===== src/rtl/mem_array_ctrl.sv =====
// Word-addressed memory array with byte-enable writes, a fixed-latency read pipeline
// and a hardware sequencer that zeroes every word after reset or on a clear request.
module mem_array_ctrl #(
    parameter int DATA_W = 8,
    parameter int ADDR_W = 8,
    parameter int DEPTH  = 256,
    parameter int RD_LAT = 1
) (
    input  logic                clk,
    input  logic                rst_n,
    input  logic                clear,
    input  logic                req_valid,
    output logic                req_ready,
    input  logic                req_write,
    input  logic [ADDR_W-1:0]   req_addr,
    input  logic [DATA_W-1:0]   req_wdata,
    input  logic [DATA_W/8-1:0] req_be,
    output logic                rsp_valid,
    output logic [DATA_W-1:0]   rsp_rdata,
    output logic                rsp_err,
    output logic                busy
);

    localparam int NB = DATA_W / 8;
    localparam int CW = $clog2(DEPTH + 1);
    localparam int AI = (DEPTH > 1) ? $clog2(DEPTH) : 1;
    localparam logic [CW-1:0]   CLR_LAST = CW'(DEPTH - 1);
    localparam logic [ADDR_W:0] DEPTH_C  = (ADDR_W + 1)'(DEPTH);

    typedef enum logic {INIT, RUN} state_t;

    state_t            state, state_nxt;
    logic [CW-1:0]     clr_ptr;
    logic [DATA_W-1:0] mem [0:DEPTH-1];

    logic          accept, oor, wr_acc, rd_acc;
    logic [AI-1:0] req_idx, clr_idx;

    assign accept  = req_valid & req_ready;
    assign oor     = {1'b0, req_addr} >= DEPTH_C;
    assign wr_acc  = accept & req_write & ~oor & (|req_be);
    assign rd_acc  = accept & ~req_write;
    assign req_idx = AI'(req_addr);
    assign clr_idx = AI'(clr_ptr);

    always_ff @(posedge clk or negedge rst_n) begin
        if (!rst_n) begin
            state   <= INIT;
            clr_ptr <= '0;
        end else begin
            state <= state_nxt;
            if (state == INIT)
                clr_ptr <= (clr_ptr == CLR_LAST) ? '0 : clr_ptr + CW'(1);
            else
                clr_ptr <= '0;
        end
    end

    always_comb begin
        state_nxt = state;
        busy      = 1'b0;
        req_ready = 1'b0;
        case (state)
            INIT: begin
                busy = 1'b1;
                if (clr_ptr == CLR_LAST)
                    state_nxt = RUN;
            end
            RUN: begin
                req_ready = 1'b1;
                if (clear)
                    state_nxt = INIT;
            end
            default: state_nxt = INIT;
        endcase
    end

    // Array contents are never reset; the INIT sweep is what zeroes them.
    always_ff @(posedge clk) begin
        if (state == INIT) begin
            mem[clr_idx] <= '0;
        end else if (wr_acc) begin
            for (int i = 0; i < NB; i++)
                if (req_be[i])
                    mem[req_idx][8*i +: 8] <= req_wdata[8*i +: 8];
        end
    end

    // Stage p0: array read captured on the acceptance edge
    logic              vld_p0, err_p0;
    logic [DATA_W-1:0] data_p0;

    always_ff @(posedge clk or negedge rst_n) begin
        if (!rst_n) begin
            vld_p0  <= 1'b0;
            err_p0  <= 1'b0;
            data_p0 <= '0;
        end else begin
            vld_p0 <= rd_acc;
            err_p0 <= rd_acc & oor;
            if (rd_acc)
                data_p0 <= oor ? '0 : mem[req_idx];
        end
    end

    // Stage p1: optional extra delay for RD_LAT == 2
    generate
        if (RD_LAT == 2) begin : g_lat2
            logic              vld_p1, err_p1;
            logic [DATA_W-1:0] data_p1;

            always_ff @(posedge clk or negedge rst_n) begin
                if (!rst_n) begin
                    vld_p1  <= 1'b0;
                    err_p1  <= 1'b0;
                    data_p1 <= '0;
                end else begin
                    vld_p1 <= vld_p0;
                    err_p1 <= err_p0;
                    if (vld_p0)
                        data_p1 <= data_p0;
                end
            end

            assign rsp_valid = vld_p1;
            assign rsp_err   = err_p1;
            assign rsp_rdata = data_p1;
        end else begin : g_lat1
            assign rsp_valid = vld_p0;
            assign rsp_err   = err_p0;
            assign rsp_rdata = data_p0;
        end
    endgenerate

endmodule


===== config.mk =====
export PLATFORM = sky130hd
export DESIGN_NAME = mem_array_ctrl
export DESIGN_NICKNAME = d
export VERILOG_FILES = /design/src/rtl/mem_array_ctrl.sv
export SDC_FILE = /design/constraint.sdc
export NUM_CORES = 2
export LEC_CHECK = 0
export CAP_MARGIN = 40
export CORE_MARGIN = 8
export CORE_UTILIZATION = 40
export CTS_BUF_LIST = sky130_fd_sc_hd__clkbuf_2 sky130_fd_sc_hd__clkbuf_4 sky130_fd_sc_hd__clkbuf_8
export CTS_CLUSTER_SIZE = 24
export DETAILED_ROUTE_END_ITERATION = 7
export HOLD_SLACK_MARGIN = 0.05
export PLACE_DENSITY_LB_ADDON = 0.12
export SYNTH_ARGS = -nofsm -noshare
export SYNTH_HDL_FRONTEND = slang
export SYNTH_SLANG_ARGS = --single-unit

===== constraint.sdc =====
create_clock -name clk -period 5.21 [get_ports clk]
set_input_delay 1.042 -clock clk [delete_from_list [all_inputs] [get_ports clk]]
set_output_delay 1.042 -clock clk [all_outputs]
set_load 0.005 [all_outputs]

======== After elaboration in Yosys (flattened, before gate mapping) ========
Memory sizes are Yosys's and may differ from the RTL's. A register that Yosys moved wholly into a read port is not among the register bits.
Cells that the tools add are included.
cells by class
  $add $sub $neg .......................... 1
  equal/unequal tests ..................... 1
  muxes and demuxes ....................... 14
  bitwise gates (word level) .............. 6
  reduce and logical (&&, ||, !) cells .... 2
operators with widths
  kind                                                             number
  9-bit 2-to-1 mux                                                 2
  8-bit 2-to-1 mux                                                 2
  9-bit by 1-bit adder with 9-bit output, second input constant    1
  9-bit by 8-bit == test with 1-bit output, second input constant  1
  1-bit 2-to-1 mux                                                 9
  8-bit OR reduction                                               1
  1-bit bitwise AND                                                4
  1-bit NOT                                                        2
  1-bit case mux with 2 select lines                               1
  1-bit logical NOT                                                1
storage, ports and cells
  flip-flop bits (word level) ............. 11
  RAM bits ................................ 2048
  bits of input ports ..................... 22
  word-level logic and storage cells ...... 28
  memories kept ........................... 1
memory list
  memory  depth  width  rd ports  clocked after memory_dff  write ports  RTL line  RTL
  mem     256    8      1         1                         1            34        logic [DATA_W-1:0] mem [0:DEPTH-1];

======== Logic depth before layout (Yosys ltp) ========
  word-level depth ........................ 9
  mapped depth ............................ 12
  mapped depth without buffers ............ 7

======== Least setup slack after synthesis ========
No wires, ideal clock.
  path kind ............................... input to register
  start ................................... input port req_be
  end ..................................... memory mem[0][0], data pin
  arrival ................................. 4.992 ns
  setup slack ............................. -0.651 ns
  stages on the path ...................... 4
  buffers on the path ..................... 2
  cell sequence ........................... and4_1 clkbuf_1 clkbuf_1 and2_1
on the way
  longest elaborated chain between the ends .. 6
  elaborated cells between the ends (all ways) .. 7
ends and longest elaborated chain
  what                                                   RTL line  RTL
  start, declared                                        17        input logic [DATA_W/8-1:0] req_be,
  1-bit 2-to-1 mux or 1-bit bitwise AND (tied branches)  84, 41
  1-bit 2-to-1 mux *                                     82        end else if (wr_acc) begin
  1-bit 2-to-1 mux *                                     80        if (state == INIT) begin
  1-bit 2-to-1 mux (implied by the code) *               85        mem[req_idx][8*i +: 8] <= req_wdata[8*i +: 8];
  8-bit OR reduction (no line) *                         -
  8-bit 2-to-1 mux (no line) *                           -
  end, declared                                          34
Mark *: on every way between the ends. The rest lies on a longest branch, timed or not.

======== Worst setup path after layout ========
  start ................................... register state
  end ..................................... memory mem[47][4], enable pin
on the way
  longest elaborated chain between the ends .. 9
  elaborated cells between the ends (all ways) .. 11
ends and longest elaborated chain
  what                                                            RTL line  RTL
  start, declared                                                 32        state_t state, state_nxt;
  start signal, assigned                                          51        state <= state_nxt;
  1-bit 2-to-1 mux                                                63        case (state)
  1-bit bitwise AND                                               39        assign accept = req_valid & req_ready;
  1-bit bitwise AND (2 in a row)                                  41        assign wr_acc = accept & req_write & ~oor & (|req_be);
  1-bit 2-to-1 mux                                                82
  1-bit 2-to-1 mux                                                80
  1-bit 2-to-1 mux (implied by the code)                          85
  8-bit OR reduction (no line)                                    -
  8-bit 2-to-1 mux (no line) or 1-bit 2-to-1 mux (tied branches)  -
Several ways; a longest one is shown, not always the timed one.

==> flow_summary_export.csv <==
group,metric,value,unit
status,status,"finished clean",
sta,min_period,3960,ps
setup_path,worst_ep_arrival_time,4590,ps
clock_network,hold_buffers,0,
synthesis,syn_nets,3925,
global_routing,antenna_found_initial,8,
final_layout,layout.nets,4463,
clock_network,cts_tree,"done",
synthesis,synth_area,0.0810,sq mm
sta,setup-violations-final,0,
sta,fin_crit_sh,0.760,
route,wirelength,227000,um
power,p_per_area,354,mW/mm^2
synthesis,synth-edff-count,2048,
synthesis,yosysTopAreaCell,"edfxtp_1",
synthesis,seq_area_frac_synth,0.765,
synthesis,synth_area_leaders,"edfxtp_1 76%, mux4_2 10%, mux2i_1 3.4%",
synthesis,async_reset_ff_frac,0.00919,
global_routing,grt_max_degree,98,
final_layout,layout_commonest_cell,"edfxtp_1",
sta,tns,0,ps
setup_path,worstPathMaxFanout,16,
synthesis,synth_top_area_frac,0.759,
synthesis,synth_cell_type_count,61,
sta,fin_worst_skew,65.0,ps
final_layout,drive_above_1_share,0.287,
setup_path,crit_type,"flop to flop",
route,drc,0,
clock_network,clk_pin_slew,60,ps
setup_path,crit_required,5840,ps
sta,setup_slack,1250,ps
job,cap_violations,0,
clock_network,cts_resized,0,
die,initial_core_util,0.402,
route,drt-wirelength-per-cell,30.8,um
clock_network,clock-sinks,2067,
route,ant_nets,0,
synthesis,syn_area_per_cell,20.8,sq um
power,total_leakage_power,25.3,nW
sta,slew_headroom,0.393,
place,preCtsSetupSlack,474,ps
clock_network,ctsHtreeMaxLevel,5,
clock_network,clock-root-buffer,"clkbuf_8",
sta,clock.fmax,253,MHz
global_routing,grt_usage,0.206,
die,ios,34,
die,rows,165,
die,die_area,0.217,sq mm
hold_path,hold_class,"input port to asynchronous set/reset pin",
sta,rsz0062_at_grt,"no",
final_layout,final_cell_mix,"2048 x edfxtp_1, 377 x clkbuf_8, 374 x mux4_2",
sta,maxSlewViolCount,0,
setup_path,endpoint_kind,"flop",
synthesis,ys.flop_type,"edfxtp_1",
place,io_buffers,32,
die,die_w,466,um
route,drt_pass1_iterations,6,
route,vias,41007,
clock_network,cts-buffers-inserted,364,
final_layout,areaGrowthSynthToFinish,15.3,%
synthesis,syn-instance-count,3902,
place,globalplace.congestion,0.845,
global_routing,grt_pass1_vias,42179,
sta,hold_viol_final,0,
global_routing,grt_pass1_wl,321000,um
global_routing,grt_overflow,0,
route,drt_iter0_drc,4017,
power,vdd.ir_drop.worst,0.185,mV
die,die_y,466,um
clock_network,clk_latency,1020,ps
synthesis,ys_warn_count,0,
synthesis,ys_ff_latch,2067,
clock_network,postCtsSetupBuffers,0,
clock_network,cts_buffer_depth,4,
sta,worst_pin_slew,911,ps
place,dp_hpwl,146000,um
route,vias_per_cell,5.56,
die,core_area,0.202,sq mm
setup_path,critPathLaunchType,"flop",
-- routing by layer --
layer	track usage	routed length, um	part of all wire
met5	0	13	0.000057
met4	0.0657	6950	0.031
met3	0.0331	11700	0.052
met2	0.336	110000	0.48
met1	0.285	98300	0.43
-- stage by stage --
step	power, mW	util	instance area [sq um]	hold slack (ps)	std cells
6_report	33.1	0.463	93500	422	7381
3_3_place_gp	19.1	0.429	86500	502	6732
3_5_place_dp	19.1	0.429	86600	507	6745
5_1_grt	34.2	0.463	93500	363	7380
2_1_floorplan	18.9	-	81100	480	3902
4_1_cts	33.5	0.463	93500	311	7378
-- flip-flops by register name, indices dropped and copies added (netlist names) --
signal,cells
clr_ptr,9
mem,2048
rsp_rdata,8
rsp_valid,1
state,1
-- Yosys cell counts (14+ instances only) --
cell      number
mux2_2        16
dfrtp_1       19
a22oi_1       67
a211oi_1      16
mux4_2       374
o41ai_1       15
mux2i_1      277
buf_2         43
a221oi_1      14
buf_12        20
buf_6         31
o22ai_1       86
nand2_1      108
nand3_1       31
mux4_1        34
buf_1         33
buf_4         17
o221ai_1      78
and2_1        25
clkbuf_1      77
edfxtp_1    2048
nor2_1       280
a21oi_1       34
-- final timing paths --
check / slack (ps) / startpoint / cells after the start / endpoint
setup reg to reg: 1250 / state$_DFF_PN0_ / 6 / mem[47][4]$_DFFE_PP_
max in group asynchronous: 4490 / rst_n / 2 / clr_ptr[3]$_DFF_PN0_
min in group clk: 530 / clr_ptr[8]$_DFF_PN0_ / 1 / clr_ptr[8]$_DFF_PN0_
setup / recovery: 1250 / state$_DFF_PN0_ / 6 / mem[47][4]$_DFFE_PP_
hold / removal: 420 / rst_n / 2 / rsp_rdata[6]$_DFFE_PN0P_
hold reg to reg: 530 / clr_ptr[8]$_DFF_PN0_ / 1 / clr_ptr[8]$_DFF_PN0_
-- cell type report --
class | count | area (sq um)
sequential | 2067 | 62000
timing repair buffer | 404 | 3780
tap | 2672 | 3340
fill | 17024 | 108000
inverter | 6 | 27.5
clock buffer | 486 | 6010
multi-input combinational | 1597 | 17500
antenna | 2 | 5.00
clock inverter | 147 | 841
-- report_power, final --
group          total [mW]  switching (mW)  internal [mW]  leakage (nW)
Sequential           18.0               0           18.0          14.4
Combinational       0.785           0.492          0.293          7.23
Clock                14.3            6.48           7.84          3.64
-- worst max-delay path, stage by stage (launching register included) --
cell,delay (ps)
dfrtp_1,560
buf_4,360
nand4_1,280
buf_4,290
o21ai_0,520
nand2_1,670
nor2_1,850
-- cell families (layout without fill, tap and decap cells) --
logic type	count (synthesis)	in the layout	synth area share
AO/OA/AOI/OAI	375	375	0.0341
XOR/XNOR	6	6	0.000649
adder cells (fa/ha/maj)	1	1	0.000154
buffers and inverters	238	1043	0.0208
flip-flops	2067	2067	0.765
multiplexers	701	701	0.151
other	1	3	0.0000463
AND/OR/NAND/NOR	513	513	0.0282
Note: power is estimated with default switching activity, not from simulation.
